===== config.mk =====
export PLATFORM = sky130hd
export DESIGN_NAME = demux_1to4_stream
export DESIGN_NICKNAME = d
export VERILOG_FILES = /design/src/rtl/demux_pkg.sv /design/src/rtl/demux_1to4_stream_slot.sv /design/src/rtl/demux_1to4_stream.sv
export SDC_FILE = /design/constraint.sdc
export NUM_CORES = 1
export LEC_CHECK = 0
export ABC_AREA = 1
export BUFFER_PORTS_ARGS = -buffer_cell sky130_fd_sc_hd__buf_2
export CAP_MARGIN = 0
export CELL_PAD_IN_SITES_DETAIL_PLACEMENT = 2
export CELL_PAD_IN_SITES_GLOBAL_PLACEMENT = 2
export CORE_ASPECT_RATIO = 1.5
export CORE_UTILIZATION = 30
export DETAILED_ROUTE_END_ITERATION = 8
export PLACE_DENSITY_LB_ADDON = 0.2
export SYNTH_ARGS = -nofsm -noshare
export SYNTH_HDL_FRONTEND = slang
export SYNTH_SLANG_ARGS = --single-unit

===== constraint.sdc =====
create_clock -name clk -period 1.95 [get_ports clk]
set_clock_uncertainty 0.05 [all_clocks]
set_input_delay 0.2925 -clock clk [delete_from_list [all_inputs] [get_ports clk]]
set_output_delay 0.2925 -clock clk [all_outputs]
set_load 0.005 [all_outputs]

===== src/rtl/demux_pkg.sv =====
// Shared definitions for the 1-to-4 stream demultiplexer: lane geometry and FSM states.
package demux_pkg;

  localparam int NUM_LANES = 4;
  localparam int LANE_W    = 2;

  typedef enum logic {
    IDLE   = 1'b0,
    IN_PKT = 1'b1
  } state_t;

endpackage : demux_pkg


===== src/rtl/demux_1to4_stream_slot.sv =====
// One-entry output register slot with its own valid flag.
// A load always wins; a drain without a load empties the slot.
// The payload holds its last value while the slot is empty.
module stream_slot #(
  parameter int W = 9
) (
  input  logic         clk,
  input  logic         rst_n,
  input  logic         load,
  input  logic         ready,
  input  logic [W-1:0] d,
  output logic         valid,
  output logic [W-1:0] q
);

  logic         valid_r;
  logic [W-1:0] q_r;

  // Slot occupancy and payload: reload on accept, empty on drain, otherwise hold.
  always_ff @(posedge clk or negedge rst_n) begin
    if (!rst_n) begin
      valid_r <= 1'b0;
      q_r     <= '0;
    end else if (load) begin
      valid_r <= 1'b1;
      q_r     <= d;
    end else if (valid_r && ready) begin
      valid_r <= 1'b0;
    end else begin
      valid_r <= valid_r;
    end
  end

  assign valid = valid_r;
  assign q     = q_r;

endmodule : stream_slot


===== src/rtl/demux_1to4_stream.sv =====
// Registered 1-to-4 stream demultiplexer. The lane is taken from sel on a packet's
// first beat and held in route_r until the last beat; each lane has a one-entry slot
// and a wrapping count of completed packets.
module demux_1to4_stream
  import demux_pkg::*;
#(
  parameter int DATA_W = 8,
  parameter int CNT_W  = 16
) (
  input  logic                  clk,
  input  logic                  rst_n,
  input  logic                  in_valid,
  output logic                  in_ready,
  input  logic [DATA_W-1:0]     in_data,
  input  logic                  in_last,
  input  logic [1:0]            sel,
  output logic [3:0]            out_valid,
  input  logic [3:0]            out_ready,
  output logic [4*DATA_W-1:0]   out_data,
  output logic [3:0]            out_last,
  output logic [4*CNT_W-1:0]    pkt_cnt,
  output logic                  busy
);

  state_t                 state_r;
  logic [LANE_W-1:0]      route_r;
  logic                   busy_r;
  logic [LANE_W-1:0]      lane_s;
  logic                   accept_s;
  logic [NUM_LANES-1:0]   load_s;
  logic [NUM_LANES-1:0]   slot_valid_s;
  logic [CNT_W-1:0]       cnt_r [NUM_LANES];

  // Effective lane: sel only matters on a packet's first beat, then the held route applies.
  always_comb begin
    lane_s = route_r;
    if (state_r == IDLE) begin
      lane_s = sel;
    end else begin
      lane_s = route_r;
    end
  end

  // Ready mux: accept when the target slot is empty or draining this cycle; closed in reset.
  assign in_ready = rst_n & (~slot_valid_s[lane_s] | out_ready[lane_s]);
  assign accept_s = in_valid & in_ready;

  // Decode the accepted beat into a one-hot load for the target slot.
  always_comb begin
    load_s = {NUM_LANES{1'b0}};
    for (int i = 0; i < NUM_LANES; i++) begin
      if (accept_s && (lane_s == LANE_W'(i))) begin
        load_s[i] = 1'b1;
      end else begin
        load_s[i] = 1'b0;
      end
    end
  end

  // Packet FSM: lock the route on a non-final first beat, release it on the last beat.
  always_ff @(posedge clk or negedge rst_n) begin
    if (!rst_n) begin
      state_r <= IDLE;
      route_r <= {LANE_W{1'b0}};
      busy_r  <= 1'b0;
    end else begin
      case (state_r)
        IDLE: begin
          if (accept_s && !in_last) begin
            state_r <= IN_PKT;
            route_r <= sel;
            busy_r  <= 1'b1;
          end else begin
            state_r <= IDLE;
            busy_r  <= 1'b0;
          end
        end
        IN_PKT: begin
          if (accept_s && in_last) begin
            state_r <= IDLE;
            busy_r  <= 1'b0;
          end else begin
            state_r <= IN_PKT;
            busy_r  <= 1'b1;
          end
        end
        default: begin
          state_r <= IDLE;
          busy_r  <= 1'b0;
        end
      endcase
    end
  end

  assign busy      = busy_r;
  assign out_valid = slot_valid_s;

  for (genvar g = 0; g < NUM_LANES; g++) begin : g_lane
    logic [DATA_W:0] payload_s;

    stream_slot #(
      .W (DATA_W + 1)
    ) u_slot (
      .clk   (clk),
      .rst_n (rst_n),
      .load  (load_s[g]),
      .ready (out_ready[g]),
      .d     ({in_last, in_data}),
      .valid (slot_valid_s[g]),
      .q     (payload_s)
    );

    assign out_data[g*DATA_W +: DATA_W] = payload_s[DATA_W-1:0];
    assign out_last[g]                  = payload_s[DATA_W];

    // Completed-packet counter: bump when a last beat leaves the lane; wraps naturally.
    always_ff @(posedge clk or negedge rst_n) begin
      if (!rst_n) begin
        cnt_r[g] <= {CNT_W{1'b0}};
      end else if (slot_valid_s[g] && out_ready[g] && out_last[g]) begin
        cnt_r[g] <= cnt_r[g] + CNT_W'(1);
      end else begin
        cnt_r[g] <= cnt_r[g];
      end
    end

    assign pkt_cnt[g*CNT_W +: CNT_W] = cnt_r[g];
  end

endmodule : demux_1to4_stream


Yosys cells after proc, flatten, opt, wreduce, memory -nomap -nowiden. Index checks and enable logic that the tools add are counted.

Word-level logic and storage cells: 68. Output and inout port bits: 106. Bits of input ports: 18. Flip-flop bits (word level): 107.

Eq/ne operators: 3. Reductions and logical operators: 21. Add/sub/neg operators: 4. Mux-type cells: 20. Bitwise logic cells: 5. Magnitude comparators: 1.

Operators by type and width (count): $add A16 B1 Y16 const B (4); $mux W1 (16); $logic_and A1 B1 Y1 (14); $reduce_bool A2 Y1 (4); $bmux W1 S2 (2); $eq A2 B2 Y1 const B (2); $lt A2 B3 Y1 const B (1); $and A1 B1 Y1 (2); $eq A2 B1 Y1 const B (1); $logic_not A2 Y1 (1); $mux W2 (1); $not A1 Y1 (2); $pmux W1 S2 (1); $reduce_and A2 Y1 (1); $logic_not A1 Y1 (1); $or A1 B1 Y1 (1).

Logic depth before layout (Yosys ltp). Gate-level depths: netlist of the first run.

Word-level depth: 10. Gate-level depth with buffers: 13. Gate-level depth less buffers: 12.

Cells and area by module. A second synthesis of the first run with hierarchy kept.

Cells, all modules: 499. Area total of the unflattened synthesis: 4787.1 um2.

Modules (own cells, without submodules): demux_1to4_stream (times used 1, cells an instance 331, area an instance 3275.6 um2, sequential area each 1676.6 um2); stream_slot (times used 4, cells an instance 42, area an instance 377.9 um2, sequential area each 250.2 um2).

Worst setup path before layout of the first run. OpenSTA, ideal clock, no wires.

Path kind: reg-to-reg. Start point: reg (tool-made name). End point: reg g_lane[1].u_slot.q_r[0]. Library setup time: 0.076 ns. Data arrival time: 1.661 ns. Path buffers: 2. Clock period less this slack: 1.788 ns. Stages on the path, launching flop included: 12. Path slack: 0.162 ns. Required time: 1.824 ns. Cell sequence: dfrtp_1 buf_6 nand2_1 nand2_4 nand2_1 nand2_1 nand2_2 nand2_2 a21boi_4 nand3_4 buf_6 o21ai_1.

RTL lines: to (signal assigned) (line demux_1to4_stream_slot.sv:23) `q_r <= '0;`; to (signal assigned) (line demux_1to4_stream_slot.sv:26) `q_r <= d;`; to (decl) (line demux_1to4_stream_slot.sv:17) `logic [W-1:0] q_r;`.

==> flow_metrics.py, run 1 <==
metrics = {
    "run_status": {
        "status": "complete, but fails checks",
        "violations": "setup timing",
    },
    "timing": {
        "setup_viol": 33,
        "finalMaxSlewViolations": 0,
        "fmax_ghz": 0.487,
        "fin_ws_ps": -102,
        "grt_setup_unrepaired": "true",
        "timing.final.crit_share": 1.05,
        "hold_violations": 0,
        "fin_crit_ps": 2050,
        "slew_headroom": 0.488,
        "tightest_slew_ps": 766,
    },
    "cells_and_area": {
        "nFillCells": 1665,
        "antenna_cells": 0,
        "final_cells": 816,
        "final_nets": 634,
        "syn_to_final_growth_pct": 35.9,
        "drive_gt1_frac": 0.415,
    },
    "worst_setup_path": {
        "endpoint": "in_ready",
        "cp_data_required_time_ps": 1610,
        "regToRegEndpoint": "g_lane[3].u_slot.q[2]",
        "critPathKind": "flip-flop to output port",
        "startpoint_type": "flip-flop",
        "crit_fanout": 6,
        "worstPathArrival_ps": 1710,
        "reg2reg_depth": 13,
        "endpoint_kind": "output port",
        "reg2reg_slack_ps": -100,
    },
    "clock_network": {
        "cts.sinks": 107,
        "htree_num_levels": 3,
        "clock_path_buffers": 2,
        "cts_tree": "yes",
        "path_clk_slew_ps": 80,
        "clkLatencyLatePin_ps": 350,
        "cts_buffers": 9,
        "cts-root-buf": "clkbuf_16",
    },
    "placed_design": {
        "hpwl_mm": 9.62,
        "gp_congestion": 0.756,
        "place_inst": 781,
        "dp_slack_ps": -123,
        "portBuffers": 123,
    },
    "worst_hold_path": {
        "min_path_cells": 2,
        "hold_path_class": "primary input to flip-flop",
    },
    "synth": {
        "muxShareOfSynthArea": 0.00482,
        "ys_ff_latch": 107,
        "synthSimpleGateAreaFrac": 0.193,
        "ys_types": 24,
        "synth_top_family_by_area": "simple AND/OR/NAND/NOR gates",
        "synth_compound_area_frac": 0.0576,
        "yosys.area_share.xor_xnor": 0.112,
        "netlist_instances": 454,
        "synthAdderAreaFrac": 0.0107,
        "avgSynthCellArea_um2": 10.3,
        "synth_fp_nets": 476,
        "yosys_warnings": 0,
        "yosysSeqAreaShare": 0.573,
        "syn-cell-area_um2": 4670,
    },
    "grt": {
        "grt_pass1_vias": 4188,
        "antenna_found_initial": 0,
        "grt_overflow": 0,
        "grt_first_pass_wirelength_mm": 21.9,
        "track_usage": 0.174,
        "grt_max_degree": 84,
    },
    "power_and_ir_drop": {
        "p_leak_nw": 3.28,
        "clkPwrFrac": 0.271,
        "p_comb_frac": 0.284,
        "powerDensity_nw_per_um2": 1090,
        "power_switching_share": 0.337,
        "p_int_w": 0.00460,
        "p_sw_w": 0.00233,
        "peakVddDrop_uv": 454,
        "seq_power_share": 0.445,
    },
    "drt": {
        "first_pass_iters": 4,
        "drtAntennaViolNets": 0,
        "vias_per_cell": 4.67,
        "drc": 0,
        "wire_per_inst_um": 17.1,
        "drt_iter0_drc": 64,
        "drt_wl_total_mm": 13.9,
        "routed-via-count": 3809,
    },
    "flow_run": {
        "cap_violations": 0,
    },
    "die": {
        "rows": 55,
        "dieWidth_um": 104,
        "pin_count": 124,
        "die_height_um": 155,
        "start_util": 0.309,
        "die-area_um2": 16100,
        "core_um2": 15100,
    },
}
==> synth_stat cells <==
master	n	area, um^2
and3_1	1	6.26
o21ai_0	5	25.0
mux2_2	2	22.5
inv_6	1	8.76
inv_1	34	128
a21boi_4	1	18.8
xor2_1	33	289
nand2_1	93	349
buf_4	4	30.0
buf_6	5	56.3
xnor2_1	27	236
nand3_1	38	190
nand3_4	4	70.1
ha_1	4	50.1
nor2_1	34	128
o21ai_2	8	70.1
nand2_4	6	67.6
nor3_1	9	45.0
buf_2	1	5.00
nand2_2	5	31.3
o21ai_1	28	140
o21bai_1	2	15.0
dfrtp_1	107	2680
nand4_1	2	12.5
==> stage by stage <==
stage | utilization | area [um^2] | total power, W | setup TNS, ps | hold WS [ps]
floorplan | - | 4670 | 0.00388 | 0 | -53.1
global placement | 0.368 | 5570 | 0.00460 | 0 | 313
detailed placement | 0.368 | 5570 | 0.00471 | -3480 | 316
CTS | 0.397 | 6000 | 0.00673 | -1980 | 109
global route | 0.419 | 6350 | 0.00738 | -6980 | 110
finish | 0.419 | 6350 | 0.00693 | -2010 | 110
==> worst min-delay path by stage <==
stage / to / from
floorplan: async pin / rst_n
global placement: async pin / rst_n
detailed placement: async pin / rst_n
CTS: g_lane[3].u_slot.valid / out_ready[3]
global route: g_lane[0].u_slot.valid / out_ready[0]
finish: g_lane[0].u_slot.valid / out_ready[0]
==> metal layers <==
layer | share of wire | up-vias | track usage
met2 | 0.55 | 88 | 0.323
met1 | 0.39 | 1926 | 0.188
li1 | - | 1782 | -
met3 | 0.049 | 13 | 0.0489
met5 | 0 | - | 0
met4 | 0.016 | 0 | 0.0571
==> kinds of logic (layout without fill, tap and decap cells) <==
group / after synthesis / in the layout
adders and majority gates: 4 / 4
AOI/OAI and AO/OA: 44 / 44
muxes: 2 / 2
DFF: 107 / 107
buffers and inverters: 45 / 198
xor gates and xnor gates: 60 / 60
and+or+nand+nor: 192 / 202
==> power groups by stage <==
stage	clock network (W)	registers [W]	logic [W]
after floorplan	0	0.00308	0.000794
after detailed placement	0	0.00309	0.00162
after CTS	0.00195	0.00307	0.00171
final	0.00188	0.00309	0.00197
after global placement	0	0.00308	0.00153
after global routing	0.00203	0.00315	0.00220
==> timing repair <==
item / 4_1_cts / 5_1_grt
resized for setup: 16 / 63
setup endpoints to repair: 46 / 53
gates cloned: 4 / 6
buffers inserted: 2 / 7
hold buffers: 1 / 0
hold endpoints to repair: 24 / 0
pin swaps: 6 / 5
==> cells in the final DEF (no fill, tap or decap), types with 12 or more instances in the layout <==
| cell | n |
|---|---|
| buf_2 | 121 |
| buf_4 | 18 |
| dfrtp_1 | 105 |
| inv_1 | 34 |
| nand2_1 | 77 |
| nand2_2 | 20 |
| nand3_1 | 31 |
| nand3_4 | 12 |
| nor2_1 | 21 |
| nor2_2 | 12 |
| o21ai_1 | 12 |
| o21ai_2 | 27 |
| xnor2_1 | 27 |
| xor2_1 | 33 |
==> area by class of cell <==
cell class	count	area, um^2	area share
clock buffer	9	225	0.0355
clock inverter	7	77.6	0.0122
inverter	35	136	0.0215
multi-input combinational	312	2120	0.333
sequential	107	2680	0.422
tap	199	249	0.0392
timing repair buffer	147	865	0.136
==> worst max-delay path: stages (launching register included) <==
cell	delay, ps
dfrtp_2	460
clkinv_4	110
nand2_4	50
nand2_4	90
nand3_1	110
nand2_2	100
nor2_4	50
a21boi_4	170
buf_6	120
buf_6	90
==> registers in the layout, indices dropped and copies added, names as in the netlist, named ones only <==
name and flops:
route_r 2, pkt_cnt 64, g_lane.u_slot.q 36, g_lane.u_slot.valid 4
Note: power is estimated with default switching activity, not from simulation.
==> inputs of run 2 (changes only) <==
--- a/config.mk
+++ b/config.mk
@@ -5,7 +5,7 @@
 export SDC_FILE = /design/constraint.sdc
 export NUM_CORES = 1
 export LEC_CHECK = 0
-export ABC_AREA = 1
+export ABC_AREA = 0
 export BUFFER_PORTS_ARGS = -buffer_cell sky130_fd_sc_hd__buf_2
 export CAP_MARGIN = 0
 export CELL_PAD_IN_SITES_DETAIL_PLACEMENT = 2
==> flow_metrics.py, run 2 <==
metrics = {
    "die": {
        "core_um2": 15100,
        "die-area_um2": 15900,
        "start_util": 0.306,
        "rows": 55,
        "die_height_um": 154,
        "dieWidth_um": 103,
        "pin_count": 124,
    },
    "drt": {
        "drc": 0,
        "routed-via-count": 3382,
        "met2_wirelength_mm": 6.52,
        "drt_iter0_drc": 76,
        "wire_per_inst_um": 17.3,
        "vias_per_cell": 4.75,
        "drt_wl_total_mm": 12.3,
        "top_layer_used": "met4",
        "m1WireLength_mm": 5.05,
        "wl_met3_um": 484,
        "drtAntennaViolNets": 0,
        "first_pass_iters": 4,
    },
    "worst_setup_path": {
        "reg2reg_depth": 6,
        "critPathBufInv": 1,
        "worstPathArrival_ps": 1770,
        "startpoint_type": "flip-flop",
        "path_cells": "mux2_4 -> mux2_4 -> mux2i_1 -> and2_1 -> buf_2",
        "cpMaxStageDelayCell": "dfrtp_2",
        "cp_data_required_time_ps": 1610,
        "worst_path_most_repeated_cell": "mux2_4",
        "crit_family": "multiplexers",
        "reg2reg_slack_ps": -50,
        "crit_fanout": 3,
        "endpoint_kind": "output port",
        "critPathKind": "flip-flop to output port",
        "regToRegEndpoint": "route_r[1]",
        "slowest_delay_ps": 410,
    },
    "synth": {
        "ys_ff_latch": 107,
        "yosys_warnings": 0,
        "yosysMostFrequentCell": "dfrtp_1",
        "synth_edf_count": 0,
        "avgSynthCellArea_um2": 12.9,
        "yosysTopAreaCellShare": 0.580,
        "synthTopCellsByCount": "107 x dfrtp_1, 40 x mux2_2, 38 x xnor2_1",
        "ys.flop_type": "dfrtp_1",
        "netlist_instances": 358,
        "syn-cell-area_um2": 4620,
        "yosys-top-cells-area": "dfrtp_1 58%, mux2_2 9.8%, xnor2_1 7.2%",
        "yosysSeqAreaShare": 0.580,
        "synth_async_sr_flop_share": 1.00,
        "synth_fp_nets": 380,
        "ys_types": 35,
        "synth_top_area_cell": "dfrtp_1",
    },
    "grt": {
        "grt_overflow": 0,
        "grt_first_pass_wirelength_mm": 20.0,
        "antenna_found_initial": 0,
        "grt_max_degree": 63,
        "grt_pass1_vias": 3767,
        "track_usage": 0.164,
    },
    "clock_network": {
        "cts-root-buf": "clkbuf_16",
        "clkLatencyLatePin_ps": 350,
        "cts.sinks": 107,
        "clock_path_buffers": 2,
        "path_clk_slew_ps": 80,
        "cts_tree": "yes",
        "cts_buffers": 9,
        "htree_num_levels": 3,
    },
    "cells_and_area": {
        "nFillCells": 1606,
        "antenna_cells": 0,
        "layout_common_cells": "122 x buf_2, 106 x dfrtp_1, 38 x xnor2_1, 34 x mux2_2, 28 x nand2_1",
        "final_common_cell": "buf_2",
        "final_nets": 530,
        "syn_to_final_growth_pct": 30.3,
        "largest_reg_flops": 64,
        "final_cells": 712,
        "drive_gt1_frac": 0.425,
        "design_area_um2": 6010,
        "multi_input_area_um2": 1930,
        "register_area_um2": 2680,
    },
    "worst_hold_path": {
        "hold_path_class": "primary input to flip-flop",
        "worstHoldStart": "in_data[1]",
        "min_path_cells": 2,
        "min_to": "g_lane[3].u_slot.q[1]",
    },
    "timing": {
        "fin_ws_ps": -161,
        "slew_headroom": 0.451,
        "finalMaxSlewViolations": 0,
        "grt_setup_unrepaired": "true",
        "tightest_slew_ps": 823,
        "fmax_ghz": 0.474,
        "hold_violations": 0,
        "setup_viol": 2,
        "timing.final.crit_share": 1.08,
        "fin_crit_ps": 2110,
    },
    "placed_design": {
        "hpwl_mm": 8.98,
        "gp_congestion": 0.729,
        "portBuffers": 123,
        "dp_slack_ps": -30.0,
        "placed_cell_area_um2": 5580,
        "place_inst": 689,
    },
    "power_and_ir_drop": {
        "p_total_w": 0.00677,
        "p_leak_nw": 3.06,
        "powerDensity_nw_per_um2": 1130,
        "peakVddDrop_uv": 594,
    },
    "run_status": {
        "violations": "setup timing",
        "status": "complete, but fails checks",
    },
    "flow_run": {
        "cap_violations": 0,
    },
}
[run 2: changes by cell type in the layout (fill, tap and decap cells not counted), sizes merged, moves of 5 or more]
cell   change
nand2     -75
mux2      +41
o21ai     -39
nand3     -31
inv       -29
nor2      -26
and3      +14
xnor2     +11
xor2      -11
and4      +10
nand4     +10
mux2i      +5
[run 2: cells by family (layout without fill, tap and decap cells)]
kind of cell,count (synthesis),in the layout,share of synthesized area
compound gates,8,8,0.0138
xor+xnor,60,60,0.114
fa+ha+maj,4,4,0.0108
buf+inv,11,166,0.0138
flops,107,107,0.580
mux,48,48,0.118
simple gates,120,120,0.149
[run 2: routing by layer]
layer  vias up  GRT usage
met1      1741      0.190
li1       1549          -
met5         -          0
met2        81      0.295
met3        11     0.0364
met4         0     0.0496
[run 2: final cells by class]
cell class,instances,area share
tap,199,0.0414
multi-input combinational,240,0.322
inverter,3,0.00187
sequential,107,0.446
clock buffer,9,0.0375
timing repair buffer,147,0.142
clock inverter,7,0.00999
[run 2: stage by stage]
stage	TNS [ps]	utilization	hold slack (ps)
after floorplan	0	-	-53.1
after global placement	0	0.370	261
after detailed placement	-276	0.370	258
after CTS	-186	0.395	153
after global routing	-502	0.399	167
final	-207	0.399	170
[run 2: power by group]
group / switching, W / internal (W) / total [W]
clock network: 0.000907 / 0.000892 / 0.00180
logic: 0.000796 / 0.00107 / 0.00187
registers: 0.000387 / 0.00272 / 0.00310
[run 2: timing repair]
action,in CTS,in global routing
setup endpoints to repair,20,39
buffers inserted,6,0
endpoints found under the hold margin,45,0
gates resized for setup,2,12
pin swaps,3,0
hold buffers,1,0
[run 2: worst max path at each step]
stage               from                     to  slack, ps  cells after the start
5_1_grt        flip-flop               in_ready       -240                      6
6_report       flip-flop               in_ready       -160                      5
2_1_floorplan  flip-flop             route_r[1]        110                      5
3_5_place_dp   flip-flop  g_lane[2].u_slot.q[7]        -30                      4
4_1_cts        flip-flop               in_ready       -190                      5
3_3_place_gp   flip-flop  g_lane[0].u_slot.q[5]         70                      4
